**config.mk**
```make
export PLATFORM = sky130hd
export DESIGN_NAME = addsub_serial
export DESIGN_NICKNAME = d
export VERILOG_FILES = /design/src/rtl/addsub_pkg.sv /design/src/rtl/addsub_serial_chunk.sv /design/src/rtl/addsub_serial.sv
export SDC_FILE = /design/constraint.sdc
export NUM_CORES = 1
export LEC_CHECK = 0
export ABC_AREA = 0
export BUFFER_PORTS_ARGS = -buffer_cell sky130_fd_sc_hd__buf_2
export CAP_MARGIN = 5
export CELL_PAD_IN_SITES_DETAIL_PLACEMENT = 1
export CELL_PAD_IN_SITES_GLOBAL_PLACEMENT = 1
export CORE_MARGIN = 3
export CORE_UTILIZATION = 39
export CTS_CLUSTER_DIAMETER = 50
export DETAILED_ROUTE_END_ITERATION = 6
export PLACE_DENSITY_LB_ADDON = 0.25
export SLEW_MARGIN = 20
export SYNTH_ARGS = -nofsm -noshare
export SYNTH_HDL_FRONTEND = slang
export SYNTH_SLANG_ARGS = --single-unit
```
**constraint.sdc**
```tcl
create_clock -name clk -period 2.7 [get_ports clk]
set_input_delay 0.27 -clock clk [delete_from_list [all_inputs] [get_ports clk]]
set_output_delay 0.27 -clock clk [all_outputs]
set_load 0.01 [all_outputs]
```
**src/rtl/addsub_pkg.sv**
```systemverilog
// Shared encodings for the serial add/subtract unit: op codes, FSM states, flag bit positions.
package addsub_pkg;

    localparam logic OP_ADD = 1'b0;
    localparam logic OP_SUB = 1'b1;

    typedef enum logic [1:0] {
        IDLE = 2'd0,
        BUSY = 2'd1,
        DONE = 2'd2
    } state_t;

    localparam int FLG_N = 3;
    localparam int FLG_Z = 2;
    localparam int FLG_C = 1;
    localparam int FLG_V = 0;

endpackage

```
**src/rtl/addsub_serial_chunk.sv**
```systemverilog
// Combinational CHUNK-bit carry-lookahead adder; c_msb is the carry into the top bit for overflow.
module addsub_chunk #(
    parameter int CHUNK = 4
) (
    input  logic [CHUNK-1:0] x,
    input  logic [CHUNK-1:0] y,
    input  logic             cin,
    output logic [CHUNK-1:0] sum,
    output logic             cout,
    output logic             c_msb
);

    logic [CHUNK-1:0] w_g;
    logic [CHUNK-1:0] w_p;
    logic [CHUNK:0]   w_c;

    // Each carry is the flat OR of generate terms masked by the propagates above them.
    function automatic logic carry_at(input logic [CHUNK-1:0] g,
                                      input logic [CHUNK-1:0] p,
                                      input logic             c0,
                                      input int               n);
        logic acc;
        logic term;
        acc = c0;
        for (int k = 0; k < n; k++) acc = acc & p[k];
        for (int j = 0; j < n; j++) begin
            term = g[j];
            for (int k = j + 1; k < n; k++) term = term & p[k];
            acc = acc | term;
        end
        return acc;
    endfunction

    assign w_g = x & y;
    assign w_p = x ^ y;

    always_comb begin
        w_c = '0;
        for (int i = 0; i <= CHUNK; i++) begin
            w_c[i] = carry_at(w_g, w_p, cin, i);
        end
    end

    assign sum   = w_p ^ w_c[CHUNK-1:0];
    assign cout  = w_c[CHUNK];
    assign c_msb = w_c[CHUNK-1];

endmodule

```
**src/rtl/addsub_serial.sv**
```systemverilog
// Multi-cycle add/subtract, CHUNK bits per cycle LSB first, with N/Z/C/V flags and valid/ready.
// Optional saturation on signed overflow is enabled by defining ADDSUB_SAT_EN (adds the sat port).
module addsub_serial
    import addsub_pkg::*;
#(
    parameter int ANCHO = 16,
    parameter int CHUNK = 4
) (
    input  logic             clk,
    input  logic             rst,
    input  logic             in_valid,
    output logic             in_ready,
    input  logic [ANCHO-1:0] a,
    input  logic [ANCHO-1:0] b,
    input  logic             op,
    input  logic             aluflagin,
`ifdef ADDSUB_SAT_EN
    input  logic             sat,
`endif
    output logic [ANCHO-1:0] aluresult,
    output logic [3:0]       aluflags,
    output logic             out_valid,
    input  logic             out_ready
);

    localparam int NCHUNK = ANCHO / CHUNK;
    localparam int CNT_W  = (NCHUNK > 1) ? $clog2(NCHUNK) : 1;

    state_t             r_state;
    state_t             w_state_nxt;
    logic [ANCHO-1:0]   r_a;
    logic [ANCHO-1:0]   r_b;
    logic [ANCHO-1:0]   r_res;
    logic [3:0]         r_flags;
    logic               r_carry;
    logic [CNT_W-1:0]   r_cnt;

    logic               w_accept;
    logic               w_last;
    logic [CHUNK-1:0]   w_x;
    logic [CHUNK-1:0]   w_y;
    logic [CHUNK-1:0]   w_sum;
    logic               w_cout;
    logic               w_cmsb;
    logic               w_v;
    logic [ANCHO-1:0]   w_res_nxt;
    logic [ANCHO-1:0]   w_res_fin;
    logic [3:0]         w_flags_fin;

`ifdef ADDSUB_SAT_EN
    logic               r_sat;

    // Wrapped MSB set on overflow means the true result was positive, and vice versa.
    function automatic logic [ANCHO-1:0] sat_clamp(input logic wrapped_msb);
        if (wrapped_msb) return {1'b0, {(ANCHO-1){1'b1}}};
        return {1'b1, {(ANCHO-1){1'b0}}};
    endfunction
`endif

    assign w_accept = in_valid && (r_state == IDLE);
    assign w_last   = (r_state == BUSY) && (r_cnt == CNT_W'(NCHUNK - 1));

    assign w_x = r_a[r_cnt*CHUNK +: CHUNK];
    assign w_y = r_b[r_cnt*CHUNK +: CHUNK];

    addsub_chunk #(
        .CHUNK (CHUNK)
    ) u_chunk (
        .x     (w_x),
        .y     (w_y),
        .cin   (r_carry),
        .sum   (w_sum),
        .cout  (w_cout),
        .c_msb (w_cmsb)
    );

    assign w_v = w_cmsb ^ w_cout;

    always_comb begin
        w_res_nxt = r_res;
        w_res_nxt[r_cnt*CHUNK +: CHUNK] = w_sum;
        w_res_fin = w_res_nxt;
`ifdef ADDSUB_SAT_EN
        if (r_sat && w_v) w_res_fin = sat_clamp(w_res_nxt[ANCHO-1]);
`endif
        w_flags_fin        = '0;
        w_flags_fin[FLG_N] = w_res_fin[ANCHO-1];
        w_flags_fin[FLG_Z] = ~|w_res_fin;
        w_flags_fin[FLG_C] = w_cout;
        w_flags_fin[FLG_V] = w_v;
    end

    always_comb begin
        w_state_nxt = r_state;
        in_ready    = 1'b0;
        out_valid   = 1'b0;
        case (r_state)
            IDLE: begin
                in_ready = 1'b1;
                if (in_valid) w_state_nxt = BUSY;
            end
            BUSY: begin
                if (w_last) w_state_nxt = DONE;
            end
            DONE: begin
                out_valid = 1'b1;
                if (out_ready) w_state_nxt = IDLE;
            end
            default: w_state_nxt = IDLE;
        endcase
    end

    always_ff @(posedge clk or posedge rst) begin
        if (rst) r_state <= IDLE;
        else     r_state <= w_state_nxt;
    end

    // Result, flags and chaining state; reset wipes any partially built result.
    always_ff @(posedge clk or posedge rst) begin
        if (rst) begin
            r_cnt   <= '0;
            r_carry <= 1'b0;
            r_res   <= '0;
            r_flags <= '0;
        end else if (w_accept) begin
            r_cnt   <= '0;
            r_carry <= aluflagin;
        end else if (r_state == BUSY) begin
            r_carry <= w_cout;
            if (w_last) begin
                r_cnt   <= '0;
                r_res   <= w_res_fin;
                r_flags <= w_flags_fin;
            end else begin
                r_cnt   <= r_cnt + 1'b1;
                r_res   <= w_res_nxt;
            end
        end
    end

    // Operands are captured at accept; subtraction stores the complemented B.
    always_ff @(posedge clk) begin
        if (w_accept) begin
            r_a <= a;
            r_b <= (op == OP_SUB) ? ~b : b;
`ifdef ADDSUB_SAT_EN
            r_sat <= sat;
`endif
        end
    end

    assign aluresult = r_res;
    assign aluflags  = r_flags;

endmodule

```
==> results.ini <==
[floorplan]
rows = 29
die_h_um = 88.80
start_util_pct = 41.17
coreArea_sq_um = 6495
fp.dieW_um = 88.80
ios = 60
dieArea_sq_um = 7885

[critical_path]
cp-start-kind = register
slowest_delay_ns = 0.56
cp_top_family = compound AO/OA/AOI/OAI gates
crit_path_top_delay_cell = mux4_2
cp.arrival_ns = 2.74
crit_path_frequent_cell = ha_1
critical_path_class = reg2reg
path_cells = mux4_2 > ha_1 > ha_1 > o21ai_1 > nand2b_1 > a21o_1 > xor2_2 > a22o_1
r2r-end = aluresult[3]$_DFFE_PP0P_
cp_max_fo = 5
worst-r2r-cell-count = 8
endpoint_kind = register
critPathBufInv = 0
r2r_slack_ns = 0.18
crit_required_ns = 2.92
r2r_start = r_cnt[0]$_DFFE_PP0P_

[layout]
nNetsFinal = 313
area_delta_synth_final_pct = 21.24
drive_above_1_share_pct = 33.83
diodes = 0
final_cell_count_no_fill = 346

[synthesis]
yosysSeqAreaShare_pct = 59.34
synth_cell_types = 39
ys_ff_latch = 57
synth_top_cell_by_area = edfxtp_1
yosys_warnings = 0
syn_area_per_cell_sq_um = 13.71
synth_cells = 195
async_reset_ff_share_pct = 43.86
synth_area_leaders = edfxtp_1 36%, dfrtp_1 23%, mux4_2 6.7%
syn-cell-area_sq_um = 2674
yosysTopAreaCellShare_pct = 35.94
syn_nets = 244
synth_edf_count = 32
yosys_most_used_dff = edfxtp_1

[route]
routed_wl_mm = 5.946
drt_iter0_drc = 64
dr.pass1.iters = 4
avgViaCountPerCell = 5.153
vias = 1783
wl_per_cell_um = 17.18
ant_nets = 0
drc = 0

[clock_tree]
clk_latency_ns = 0.34
clk_path_buf_depth = 2
cts_buffers = 9
clock-sinks = 57
cts_root_buffer = clkbuf_8
ctsHtreeMaxLevel = 3
cts_tree = yes
cts_setup_buffers = 0
path_clk_slew_ns = 0.06

[placed_design]
gp_congestion = 0.7221
pre_cts_slack_ns = 0.01642
numPortBuffers = 59
dp_hpwl_mm = 4.475
place_inst = 330

[timing]
worst_pin_slew_ns = 0.9277
fmax_mhz = 396.8
setup_viol = 0
slew_violations = 0
setup_tns_ns = 0
maxSlewHeadroom_pct = 37.77
period_share_pct = 93.34
timing.final.hold_violations = 0
setup_slack_ns = 0.1799
rsz0062_at_grt = false
period_needed_ns = 2.520
fin_worst_skew_ns = 0.006798

[global_route]
grt_max_degree = 26
grt_pass1_wl_mm = 9.363
grt_pass1_vias = 1948
grt-ovfl-total = 0
grt_usage_pct = 16.40
antenna_found_initial = 0

[pwr]
power.leakage_nw = 1.430
peakVddDrop_mv = 0.3951
power_density_nw_per_um2 = 1170
fin_total_pwr_mw = 3.795

[flow_run]
max-cap-violations = 0

[run_status]
status = completed

[min_path]
hold_class = in2async

==> synthesized netlist by cell type (all sizes together) (5+ instances only) <==
cell type and instances:
a22o 9, dfrtp 25, edfxtp 32, ha 10
inv 9, mux4 8, nand2 18, nor2 7
nor3 5, o21ai 10, o31ai 5, xor2 20
==> logic make-up (layout without fill, tap and decap cells) <==
kind of cell	Yosys count	count (layout)	share of synthesized area, %
compound gates	35	35	9.875
xor+xnor	20	20	6.551
fa+ha+maj	11	11	5.428
buf+inv	16	90	2.386
flops	57	57	59.34
mux	12	12	8.329
simple gates	44	44	8.096
==> layout make-up <==
type                            instances  area [sq um]
Inverter                                9         33.78
Multi-Input combinational cell        122          1031
Fill cell                             688          3253
Timing Repair Buffer                   65         340.3
Sequential cell                        57          1588
Clock inverter                          6         25.02
Tap cell                               77         96.34
Clock buffer                           10         127.6
==> how the worst max path moves through the flow <==
| stage | end | from | slack [ns] | depth (start not counted) |
|---|---|---|---|---|
| after detailed placement | aluflags[3]$_DFFE_PP0P_ | r_cnt[0]$_DFFE_PP0P_ | 0.02 | 8 |
| after global routing | aluflags[3]$_DFFE_PP0P_ | r_cnt[0]$_DFFE_PP0P_ | 0.02 | 8 |
| final | aluresult[3]$_DFFE_PP0P_ | r_cnt[0]$_DFFE_PP0P_ | 0.18 | 8 |
| after global placement | aluflags[3]$_DFFE_PP0P_ | r_cnt[0]$_DFFE_PP0P_ | 0.1 | 8 |
| after floorplan | aluresult[7]$_DFFE_PP0P_ | r_cnt[0]$_DFFE_PP0P_ | 0.14 | 9 |
| after CTS | aluresult[3]$_DFFE_PP0P_ | r_cnt[0]$_DFFE_PP0P_ | 0.07 | 8 |
==> per-layer routing <==
metal  GRT usage (%)  vias to the layer above  share of wire, %
li1                -                      851                 -
met4           7.555                        0               2.0
met3           4.655                       10               4.8
met5               0                        -                 0
met1           18.46                      874                42
met2           28.61                       48                52
==> power breakdown <==
group          internal [mW]  switching, mW
logic                  0.762           1.08
clock network          0.316          0.324
registers               1.18          0.141
==> timing repair <==
action,4_1_cts,5_1_grt
setup endpoints to repair,5,7
gates resized for setup,1,1
hold buffers,0,0
==> state kept, by name, indices dropped and copies added (netlist names) <==
| signal | cells |
|---|---|
| r_cnt | 2 |
| r_a | 16 |
| r_state | 2 |
| aluresult | 16 |
| r_carry | 1 |
| aluflags | 4 |
| r_b | 16 |
==> placed cells by master (no fill, tap or decap), types with 2 or more instances in the layout <==
cell type  instances
nand2_1           17
o31ai_1            4
clkinv_1           5
buf_2             59
clkbuf_8           9
a21oi_1            4
o21ai_1            4
nor4_1             2
mux4_2             8
a22o_1             9
buf_4              6
o21ai_0            6
edfxtp_1          32
inv_1              8
dfrtp_1           24
xor2_1            19
ha_1              10
nor3_1             5
mux2i_1            2
clkinv_2           2
nand2b_1           4
nor2_1             7
==> worst register-to-register path: stages (launching register included) <==
cell      delay [ns]
dfrtp_2         0.44
mux4_2          0.56
ha_1            0.32
ha_1            0.18
o21ai_1         0.12
nand2b_1        0.13
a21o_1          0.27
xor2_2          0.20
a22o_1          0.22
==> per-stage QoR <==
stage          utilization, %  hold WS, ns  area (sq um)
5_1_grt                 49.91      0.06005          3242
3_3_place_gp            47.43       0.4467          3080
6_report                49.91      0.01756          3242
3_5_place_dp            47.43       0.4487          3080
4_1_cts                 49.89      0.09284          3241
2_1_floorplan               -       0.2973          2674
Power figures use the tool's default switching activity.
